--- src/rtl/ivi_pkg.sv ---
// Shared definitions for the interval-result UART reporter.
// Holds digit/frame sizes, ASCII constants, the serializer state enum,
// and the byte-selection helpers used by the top level.
package ivi_pkg;

  localparam int DIGIT_W    = 5;
  localparam int NUM_DIGITS = 9;
  localparam int FRAME_LEN  = 13;

  localparam logic [7:0] ASCII_ZERO  = 8'h30;
  localparam logic [7:0] ASCII_DOT   = 8'h2E;
  localparam logic [7:0] ASCII_QMARK = 8'h3F;
  localparam logic [7:0] ASCII_CR    = 8'h0D;
  localparam logic [7:0] ASCII_LF    = 8'h0A;

  typedef enum logic [1:0] {
    ST_IDLE,
    ST_START,
    ST_DATA,
    ST_STOP
  } uart_state_e;

  // Element 0 is mil_100 (first digit on the wire).
  typedef logic [NUM_DIGITS-1:0][DIGIT_W-1:0] digits_t;

  function automatic logic [7:0] ascii_digit(logic [DIGIT_W-1:0] x);
    return (x <= 5'd9) ? (ASCII_ZERO + {3'b000, x}) : ASCII_QMARK;
  endfunction

  function automatic logic [7:0] frame_byte(digits_t d, logic [3:0] idx);
    logic [7:0] b;
    case (idx)
      4'd0:    b = ascii_digit(d[0]);
      4'd1:    b = ascii_digit(d[1]);
      4'd2:    b = ascii_digit(d[2]);
      4'd3:    b = ASCII_DOT;
      4'd4:    b = ascii_digit(d[3]);
      4'd5:    b = ascii_digit(d[4]);
      4'd6:    b = ascii_digit(d[5]);
      4'd7:    b = ASCII_DOT;
      4'd8:    b = ascii_digit(d[6]);
      4'd9:    b = ascii_digit(d[7]);
      4'd10:   b = ascii_digit(d[8]);
      4'd11:   b = ASCII_CR;
      default: b = ASCII_LF;
    endcase
    return b;
  endfunction

endpackage

--- src/rtl/ivi_result_uart_if.sv ---
// Result bus from the interval measurer: the result-valid level plus the
// nine BCD digits, most significant first.
//   master : the measurer (drives everything)
//   slave  : the UART reporter (samples everything)
interface ivi_result_uart_if;
  import ivi_pkg::*;

  logic               end_measurement;
  logic [DIGIT_W-1:0] mil_100, mil_010, mil_001;
  logic [DIGIT_W-1:0] mic_100, mic_010, mic_001;
  logic [DIGIT_W-1:0] n_100, n_010, n_001;

  modport master (output end_measurement,
                  output mil_100, mil_010, mil_001,
                  output mic_100, mic_010, mic_001,
                  output n_100, n_010, n_001);

  modport slave  (input end_measurement,
                  input mil_100, mil_010, mil_001,
                  input mic_100, mic_010, mic_001,
                  input n_100, n_010, n_001);
endinterface

--- src/rtl/ivi_uart_tx_byte.sv ---
// 8N1 byte serializer, LSB first, idle high.
// Ports:
//   clk_200MHz, reset (sync, active low)
//   load  : accepted in IDLE, or in the last stop-bit cycle so bytes chain
//           with no idle gap
//   data  : byte to send, sampled with load
//   done  : high during the last cycle of the stop bit
//   tx    : registered UART line
module ivi_uart_tx_byte
  import ivi_pkg::*;
#(
  parameter int CLK_DIV = 1736
) (
  input  logic       clk_200MHz,
  input  logic       reset,
  input  logic       load,
  input  logic [7:0] data,
  output logic       done,
  output logic       tx
);

  localparam logic [15:0] BIT_LAST = 16'(CLK_DIV - 1);

  uart_state_e state_q;
  logic [15:0] cnt_q;
  logic [2:0]  bit_q;
  logic [7:0]  sh_q;
  logic        tx_q;

  wire bit_end = (cnt_q == BIT_LAST);

  assign done = (state_q == ST_STOP) && bit_end;
  assign tx   = tx_q;

  always_ff @(posedge clk_200MHz) begin
    if (!reset) begin
      state_q <= ST_IDLE;
      cnt_q   <= '0;
      bit_q   <= '0;
      sh_q    <= '0;
      tx_q    <= 1'b1;
    end else begin
      case (state_q)
        ST_IDLE: begin
          cnt_q <= '0;
          if (load) begin
            state_q <= ST_START;
            sh_q    <= data;
            tx_q    <= 1'b0;
          end
        end
        ST_START: begin
          if (bit_end) begin
            state_q <= ST_DATA;
            cnt_q   <= '0;
            bit_q   <= '0;
            tx_q    <= sh_q[0];
          end else begin
            cnt_q <= cnt_q + 16'd1;
          end
        end
        ST_DATA: begin
          if (bit_end) begin
            cnt_q <= '0;
            if (bit_q == 3'd7) begin
              state_q <= ST_STOP;
              tx_q    <= 1'b1;
            end else begin
              // Shift so the next data bit is always in sh_q[1].
              bit_q <= bit_q + 3'd1;
              sh_q  <= {1'b0, sh_q[7:1]};
              tx_q  <= sh_q[1];
            end
          end else begin
            cnt_q <= cnt_q + 16'd1;
          end
        end
        default: begin // ST_STOP
          if (bit_end) begin
            cnt_q <= '0;
            if (load) begin
              state_q <= ST_START;
              sh_q    <= data;
              tx_q    <= 1'b0;
            end else begin
              state_q <= ST_IDLE;
            end
          end else begin
            cnt_q <= cnt_q + 16'd1;
          end
        end
      endcase
    end
  end

endmodule

--- src/rtl/ivi_result_uart.sv ---
// Sends each new interval result as a 13-byte ASCII line
// "DDD.DDD.DDD\r\n" over an 8N1 UART.
// Ports:
//   clk_200MHz, reset (sync, active low)
//   res        : result bus (slave side) -- end_measurement + 9 BCD digits
//   tx_enable  : 0 drops new results; an in-flight frame still completes
//   tx         : UART line
//   busy       : frame in progress (start of byte 0 .. end of byte 12 stop)
//   frame_done : one-cycle pulse after the final stop bit
//   overrun    : sticky, a result edge arrived while busy
module ivi_result_uart
  import ivi_pkg::*;
#(
  parameter int CLK_DIV = 1736
) (
  input  logic                clk_200MHz,
  input  logic                reset,
  ivi_result_uart_if.slave    res,
  input  logic                tx_enable,
  output logic                tx,
  output logic                busy,
  output logic                frame_done,
  output logic                overrun
);

  localparam logic [3:0] IDX_LAST = 4'(FRAME_LEN - 1);

  digits_t    live;
  digits_t    dig_q, dig_d;
  logic [3:0] idx_q, idx_d;
  logic       em_q, em_d;
  logic       busy_q, busy_d;
  logic       frame_done_q, frame_done_d;
  logic       overrun_q, overrun_d;
  logic       ld;
  logic [7:0] ld_data;
  logic       byte_done;
  logic       trig, accept;

  always_comb begin
    live[0] = res.mil_100;
    live[1] = res.mil_010;
    live[2] = res.mil_001;
    live[3] = res.mic_100;
    live[4] = res.mic_010;
    live[5] = res.mic_001;
    live[6] = res.n_100;
    live[7] = res.n_010;
    live[8] = res.n_001;
  end

  assign trig   = res.end_measurement & ~em_q;
  assign accept = trig & ~busy_q & tx_enable;

  always_comb begin
    em_d         = res.end_measurement;
    dig_d        = dig_q;
    idx_d        = idx_q;
    busy_d       = busy_q;
    frame_done_d = 1'b0;
    overrun_d    = overrun_q | (trig & busy_q);
    ld           = 1'b0;
    ld_data      = frame_byte(dig_q, idx_q + 4'd1);
    if (accept) begin
      // Byte 0 comes straight from the live digits: the capture lands in
      // the same cycle the serializer loads.
      dig_d   = live;
      idx_d   = '0;
      busy_d  = 1'b1;
      ld      = 1'b1;
      ld_data = frame_byte(live, 4'd0);
    end else if (byte_done) begin
      if (idx_q < IDX_LAST) begin
        idx_d = idx_q + 4'd1;
        ld    = 1'b1;
      end else begin
        idx_d        = '0;
        busy_d       = 1'b0;
        frame_done_d = 1'b1;
      end
    end
  end

  always_ff @(posedge clk_200MHz) begin
    if (!reset) begin
      em_q         <= 1'b1;  // post-reset high level is not a new result
      dig_q        <= '0;
      idx_q        <= '0;
      busy_q       <= 1'b0;
      frame_done_q <= 1'b0;
      overrun_q    <= 1'b0;
    end else begin
      em_q         <= em_d;
      dig_q        <= dig_d;
      idx_q        <= idx_d;
      busy_q       <= busy_d;
      frame_done_q <= frame_done_d;
      overrun_q    <= overrun_d;
    end
  end

  ivi_uart_tx_byte #(.CLK_DIV(CLK_DIV)) u_tx (
    .clk_200MHz (clk_200MHz),
    .reset      (reset),
    .load       (ld),
    .data       (ld_data),
    .done       (byte_done),
    .tx         (tx)
  );

  assign busy       = busy_q;
  assign frame_done = frame_done_q;
  assign overrun    = overrun_q;

endmodule
--- src/flat_wrapper.sv ---
// flat-port wrapper written by rule: the top's interface ports become plain ports
module ivi_result_uart_flat import ivi_pkg::*;
#(
  parameter int CLK_DIV = 1736
)
  (clk_200MHz, reset, tx_enable, tx, busy, frame_done, overrun, res_end_measurement, res_mil_100, res_mil_010, res_mil_001, res_mic_100, res_mic_010, res_mic_001, res_n_100, res_n_010, res_n_001);
  ivi_result_uart_if res_i ();
  input  logic clk_200MHz;
  input  logic reset;
  input  logic tx_enable;
  output logic tx;
  output logic busy;
  output logic frame_done;
  output logic overrun;
  input wire logic [$bits(res_i.end_measurement)-1:0] res_end_measurement;
  input wire logic [$bits(res_i.mil_100)-1:0] res_mil_100;
  input wire logic [$bits(res_i.mil_010)-1:0] res_mil_010;
  input wire logic [$bits(res_i.mil_001)-1:0] res_mil_001;
  input wire logic [$bits(res_i.mic_100)-1:0] res_mic_100;
  input wire logic [$bits(res_i.mic_010)-1:0] res_mic_010;
  input wire logic [$bits(res_i.mic_001)-1:0] res_mic_001;
  input wire logic [$bits(res_i.n_100)-1:0] res_n_100;
  input wire logic [$bits(res_i.n_010)-1:0] res_n_010;
  input wire logic [$bits(res_i.n_001)-1:0] res_n_001;
  assign res_i.end_measurement = res_end_measurement;
  assign res_i.mil_100 = res_mil_100;
  assign res_i.mil_010 = res_mil_010;
  assign res_i.mil_001 = res_mil_001;
  assign res_i.mic_100 = res_mic_100;
  assign res_i.mic_010 = res_mic_010;
  assign res_i.mic_001 = res_mic_001;
  assign res_i.n_100 = res_n_100;
  assign res_i.n_010 = res_n_010;
  assign res_i.n_001 = res_n_001;
  ivi_result_uart #(.CLK_DIV(CLK_DIV)) u_core (.clk_200MHz(clk_200MHz), .reset(reset), .res(res_i), .tx_enable(tx_enable), .tx(tx), .busy(busy), .frame_done(frame_done), .overrun(overrun));
endmodule
--- config.mk ---
export PLATFORM = sky130hd
export DESIGN_NAME = ivi_result_uart_flat
export DESIGN_NICKNAME = d
export VERILOG_FILES = /design/src/rtl/ivi_pkg.sv /design/src/rtl/ivi_result_uart_if.sv /design/src/rtl/ivi_uart_tx_byte.sv /design/src/rtl/ivi_result_uart.sv /design/src/flat_wrapper.sv
export SDC_FILE = /design/constraint.sdc
export NUM_CORES = 1
export LEC_CHECK = 0
export ABC_AREA = 1
export BUFFER_PORTS_ARGS = -buffer_cell sky130_fd_sc_hd__buf_2
export CORE_MARGIN = 5
export CORE_UTILIZATION = 58
export CTS_CLUSTER_SIZE = 30
export DETAILED_ROUTE_END_ITERATION = 6
export PLACE_DENSITY = 0.87
export SYNTH_ARGS = -nofsm -noshare
export SYNTH_HDL_FRONTEND = slang
export SYNTH_SLANG_ARGS = --single-unit
--- constraint.sdc ---
create_clock -name clk_200MHz -period 2.4 [get_ports clk_200MHz]
set_clock_uncertainty 0.05 [all_clocks]
set_input_delay 0.24 -clock clk_200MHz [delete_from_list [all_inputs] [get_ports clk_200MHz]]
set_output_delay 0.24 -clock clk_200MHz [all_outputs]
set_load 0.05 [all_outputs]
Word level (Yosys, flattened, before mapping) --
Cells that the tools add are included.
Storage, ports and cells: flip-flop bits (word level) 83, bits in latches 0, RAM bits 0, bits in read-only memories 0, input bits 49, output and inout port bits 4, logic and storage cells 132, memories 0
Cells by class: add/subtract/negate cells 13, multiply operators 0, divide/modulo/power cells 0, magnitude comparators 11, eq/ne operators 22, shift operators 0, muxes and demuxes 42, bitwise operators 10, reductions and logical operators 15
Operators with widths (count):
- $mux 8 | 15
- $pmux 8 s11 | 1
- $add 6x5->7 const A | 10
- $le 5x4->1 const B | 10
- $pmux 8 s3 | 1
- $add 16x1->16 const B | 1
- $eq 16x11->1 const B | 1
- $eq 4x3->1 const B | 4
- $eq 4x4->1 const B | 4
- $mux 1 | 13
- $mux 2 | 5
- $mux 3 | 3
- $eq 4x2->1 const B | 2
- $ne 2x2->1 const B | 4
- $reduce_and 4->1 | 2
- $pmux 2 s3 | 1
- $pmux 3 s2 | 1
- $reduce_bool 2->1 | 3
- $reduce_or 3->1 | 2
- $not 1->1 | 5
- $reduce_and 5->1 | 1
- $add 4x1->4 const B | 1
- $and 1x1->1 | 4
- $eq 2x2->1 const B | 2
- other kinds (15) | 17

Longest topological paths before layout --
depth in word-level cells 8, gate-level depth with buffers 14, gate-level depth less buffers 13

By module --
From an unflattened synthesis, not the netlist that was laid out.
Unflattened totals: cells, all modules 646, area total of the unflattened synthesis 4454.3 µm²
By module, submodules not included:
- ivi_result_uart | instances 1, cells an instance 412, area each 2787.7 µm², seq. area each 1061.0 µm²
- ivi_uart_tx_byte | instances 1, cells an instance 234, area each 1666.6 µm², seq. area each 600.6 µm²

Worst setup path before layout --
No wires, ideal clock.
kind register -> register, start register u_core.busy_q, in the netlist u_core.busy, end register u_core.busy_q, in the netlist u_core.busy, library setup time 0.129 ns, arrival 1.560 ns, data required time 2.221 ns, slack 0.661 ns, cell stages (with the launch flop) 6, path buffers 2, period minus slack after synthesis 1.739 ns, path through dfxtp_1 -> nor4_4 -> inv_2 -> clkbuf_1 -> clkbuf_1 -> a21oi_1
On the way: longest elaborated chain between the ends 5, elaborated cells on any way between the ends 7, classes of those cells 1 x eq/ne; 1 x mux; 3 x bitwise; 2 x reduce/logical
Ends and longest elaborated chain:
- from (decl) | RTL line ivi_result_uart.sv:32 | logic busy_q, busy_d;
- from (signal assigned) | RTL line ivi_result_uart.sv:96 | busy_q <= busy_d;
- $not 1->1 (*) | RTL line ivi_result_uart.sv:53 | assign accept = trig & ~busy_q & tx_enable;
- $and 1x1->1 (*) (2 in series) | RTL line ivi_result_uart.sv:53
- $ne 2x1->1 (no source line) / $reduce_bool 2->1 (equally long branches)
- $reduce_and 2->1 (no source line)
Every way passes the cells marked *; elsewhere a longest branch is shown, timed or not. A chain may end at the register's enable or synchronous reset.

Worst setup path in the final report --
start register u_core.idx_q[1], end register u_core.u_tx.sh_q[2]
On the way: longest elaborated chain between the ends 8, elaborated cells on any way between the ends 23, classes of those cells 1 x add/sub; 1 x order compare; 11 x eq/ne; 8 x mux; 2 x reduce/logical
Ends and longest elaborated chain:
- from (decl) | RTL line ivi_result_uart.sv:30 | logic [3:0] idx_q, idx_d;
- from (signal assigned) | RTL line ivi_result_uart.sv:95 | idx_q <= idx_d;
- $add 4x1->4 | RTL line ivi_result_uart.sv:63 | ld_data = frame_byte(dig_q, idx_q + 4'd1);
- $eq 4x2->1 / $eq 4x3->1 (equally long branches) | RTL line ivi_pkg.sv:32 | case (idx)
- $reduce_or 2->1 (no source line)
- $pmux 8 s11 | RTL line ivi_pkg.sv:32
- $mux 8 | RTL line ivi_result_uart.sv:64 | if (accept) begin
- $mux 8 (*) | RTL line ivi_uart_tx_byte.sv:46, ivi_uart_tx_byte.sv:81
- $mux 8 | RTL line ivi_uart_tx_byte.sv:79 | if (bit_end) begin
- $pmux 8 s3 (*) | RTL line ivi_uart_tx_byte.sv:43 | case (state_q)
- to (signal assigned) | RTL line ivi_uart_tx_byte.sv:48 | sh_q <= data;
- to (signal assigned) | RTL line ivi_uart_tx_byte.sv:71 | sh_q <= {1'b0, sh_q[7:1]};
- to (signal assigned) | RTL line ivi_uart_tx_byte.sv:83 | sh_q <= data;
- to (decl) | RTL line ivi_uart_tx_byte.sv:27 | logic [7:0] sh_q;
Every way passes the cells marked *; elsewhere a longest branch is shown, timed or not. The select of a mux whose other input is x is not followed.

==> impl_metrics.toml <==
[run_status]
status = "finished, final reports clean"

[logic_synthesis]
synthCells = 595
syn_avg_cell_area_um2 = 6.84
synth-seq-cells = 82
yosys.cell_types.count = 38
syn-cell-area_um2 = 4070
synth_warnings = 0
synthArstFlopShare_pct = 0
syn_nets = 656
yosysSeqAreaShare_pct = 40.3
synth-edff-count = 0
synth_flop_cell = "dfxtp_1"

[floorplan]
io_pins = 53
num_rows = 30
start_util_pct = 59.9
die_height_um = 93.8
dieArea_um2 = 8790
dieWidth_um = 93.8
core_um2 = 6790

[power_and_ir_drop]
p_int_w = 0.00226
pwr-share-comb_pct = 16.7
power_frac_seq_pct = 46.8
p_sw_w = 0.000895
p_clk_share_pct = 36.5
leakagePower_nw = 2.10
swShare_pct = 28.3
p_per_area_nw_per_um2 = 682
irDropWorstVdd_v = 0.000356

[critical_path]
r2r_slack_ns = 0.28
cp_slowest_cell = "dfxtp_1"
critPathMaxFanout = 8
crit_path_end_kind = "flip-flop"
worstReg2RegEnd = "u_core.u_tx.sh_q[2]"
cp_data_required_time_ns = 2.63
cp_cell_sequence = "ha_2 -> xnor2_2 -> nand2_1 -> nor2_1 -> o21ai_0 -> nand2_1 -> nor2_1 -> nand3_1 -> nand2_1 -> nand2_1 -> nand2_1 -> a21oi_1"
reg2regPathDepth = 12
r2r-start = "u_core.idx_q[1]"
worstPathArrival_ns = 2.35
max_stage_delay_ns = 0.49
cp_common_cell = "nand2_1"
path_class = "reg -> reg"
cp-start-kind = "flip-flop"

[flow_run]
cap_violations = 0

[routing]
drtIter0Drc = 217
routedWlPerCell_um = 12.8
wl_mm = 9.53
routed_via_density = 5.36
route.detailed.drc = 0
drtAntennaViolNets = 0
drt_first_pass_iters = 6
vias = 3982

[hold_path]
min_path_type = "in -> reg"
holdCritStartpoint = "res_mil_010[1]"
holdPathStages = 3
whs_endpoint = "u_core.dig_q[6]"

[sta]
period_minus_slack_ns = 2.12
min_period_over_period_pct = 88.5
slew_viol_final = 0
hold_violations = 0
holdWs_ns = 0.0557
worstMarginPinSlew_ns = 0.929
fmax_ghz = 0.471
relSlewSlack_pct = 38.1
setup_viol = 0
tns_ns = 0
rsz0062_at_grt = "false"

[finish]
diodes = 0
finalNetCount = 703
fill_cells = 583
layout-area-overhead-vs-synth_pct = 13.7
seq_area_um2 = 1640
multi_input_area_um2 = 2140
drive_gt1_share_pct = 14.7

[global_route]
grt_max_degree = 62
first_global_vias = 3899
grt_usage_pct = 23.0
grt_pass1_wl_mm = 16.4
antenna_found_initial = 0
grt-ovfl-total = 0

[clock_tree]
cts_tree = "yes"
clock_latency_ns = 0.35
cts.path.max_buffers = 2
cts_buffers = 9
postCtsSetupBuffers = 0
htree_num_levels = 3
cts.clk_slew.worst_paths_ns = 0.09
cts_root_buffer = "clkbuf_8"
cts.sinks = 82

[placement]
portBuffers = 52
hpwlAfterDp_mm = 6.79
place_congestion = 0.881
-- area by class of cell --
| type | count | area share [%] |
|---|---|---|
| repair buffers | 55 | 6.11 |
| inverters | 55 | 4.49 |
| well taps | 96 | 2.60 |
| clock inverters | 5 | 1.84 |
| flip-flops and latches | 82 | 35.5 |
| clock buffers | 11 | 3.27 |
| multi-input cells | 439 | 46.2 |
-- worst max-delay path by stage --
| stage | from | endpoint | slack [ns] | cells past startpoint |
|---|---|---|---|---|
| after floorplan | u_core.busy | u_core.busy | 0.66 | 5 |
| after global placement | u_core.idx_q[0] | u_core.u_tx.sh_q[3] | 0.40 | 12 |
| after detailed placement | u_core.idx_q[0] | u_core.u_tx.sh_q[3] | 0.27 | 12 |
| after CTS | u_core.idx_q[0] | u_core.u_tx.sh_q[2] | 0.15 | 12 |
| after global routing | u_core.idx_q[1] | u_core.u_tx.sh_q[3] | 0.02 | 12 |
| final | u_core.idx_q[1] | u_core.u_tx.sh_q[2] | 0.28 | 12 |
-- stage by stage --
stage	instances	utilization, %	setup WS [ns]	area [um^2]	power (W)
floorplan	595	-	0.661	4070	0.00189
global placement	727	64.5	0.403	4390	0.00201
detailed placement	727	64.5	0.273	4390	0.00203
CTS	743	68.0	0.150	4620	0.00317
global route	743	68.1	0.0214	4630	0.00332
finish	743	68.1	0.276	4630	0.00316
-- worst max-delay path: cells and delay by family (launching register included) --
kind,cells,cell delay (ns)
compound gates,2,0.27
fa+ha+maj,1,0.30
simple gates,8,0.79
flops,1,0.49
xor+xnor,1,0.16
-- layer usage --
layer | track usage, % | up-vias | part of all wire (%)
li1 | - | 2031 | -
met1 | 27.5 | 1824 | 45
met2 | 39.8 | 99 | 49
met3 | 3.61 | 28 | 3.8
met4 | 11.2 | 0 | 2.9
met5 | 0 | - | 0
-- Yosys cell counts (3+ instances only) --
cell      number  area share (%)
a21oi_1       42             5.2
buf_2          3            0.37
clkbuf_1      14             1.3
dfxtp_1       82              40
ha_1          12             3.7
inv_1         50             4.6
nand2_1       96             8.9
nand2_2        3            0.46
nand3_1       27             3.3
nand4_1        6            0.92
nor2_1       129              12
nor2_2         4            0.61
nor3_1         5            0.61
nor3b_1        4            0.74
nor4_1         4            0.61
o21ai_0       83              10
o21ai_1        3            0.37
or2_2          4            0.61
xor2_1         3            0.65
-- repair_timing --
| item | in CTS | in global routing |
|---|---|---|
| endpoints found under the setup margin | 0 | 4 |
| endpoints found under the hold margin | 0 | 0 |
| resized for setup | 0 | 3 |
| hold buffers | 0 | 0 |
-- power groups by stage --
stage	sequential [W]	combinational, W	clock (W)
2_1_floorplan	0.00151	0.000375	0
3_3_place_gp	0.00150	0.000505	0
3_5_place_dp	0.00151	0.000520	0
4_1_cts	0.00148	0.000527	0.00117
5_1_grt	0.00149	0.000608	0.00122
6_report	0.00148	0.000528	0.00115
-- registers in the layout (all words and copies together) (netlist names) --
register / flops
u_core.busy: 1
u_core.dig_q: 45
u_core.em_q: 1
u_core.frame_done: 1
u_core.idx_q: 4
u_core.overrun: 1
u_core.u_tx.bit_q: 3
u_core.u_tx.cnt_q: 16
u_core.u_tx.sh_q: 7
u_core.u_tx.state_q: 2
u_core.u_tx.tx: 1
-- placed cells by master (no fill, tap or decap), types with 2 or more instances in the layout --
master     count
ha_1          11
inv_1         50
nor2_1       128
nand4_1        6
clkbuf_8      11
nor3b_1        4
buf_4          3
nor3_1         5
bufinv_16      2
nor4_1         4
inv_2          2
clkinv_1       2
a21oi_1       42
o21ai_0       83
nor2_2         5
dfxtp_1       81
nand3_1       27
or2_2          4
nand2_2        3
buf_2         52
xor2_1         3
nand2_1       96
o21ai_1        3
-- kinds of logic (layout without fill, tap and decap cells) --
kind of cell	count (synthesis)	after routing	share of synthesized area (%)
buf+inv	74	126	7.23
flops	82	82	40.3
xor+xnor	6	6	1.66
fa+ha+maj	12	12	3.69
simple gates	288	288	30.4
compound gates	133	133	16.7
No activity file was read; power rests on OpenSTA's default activity.
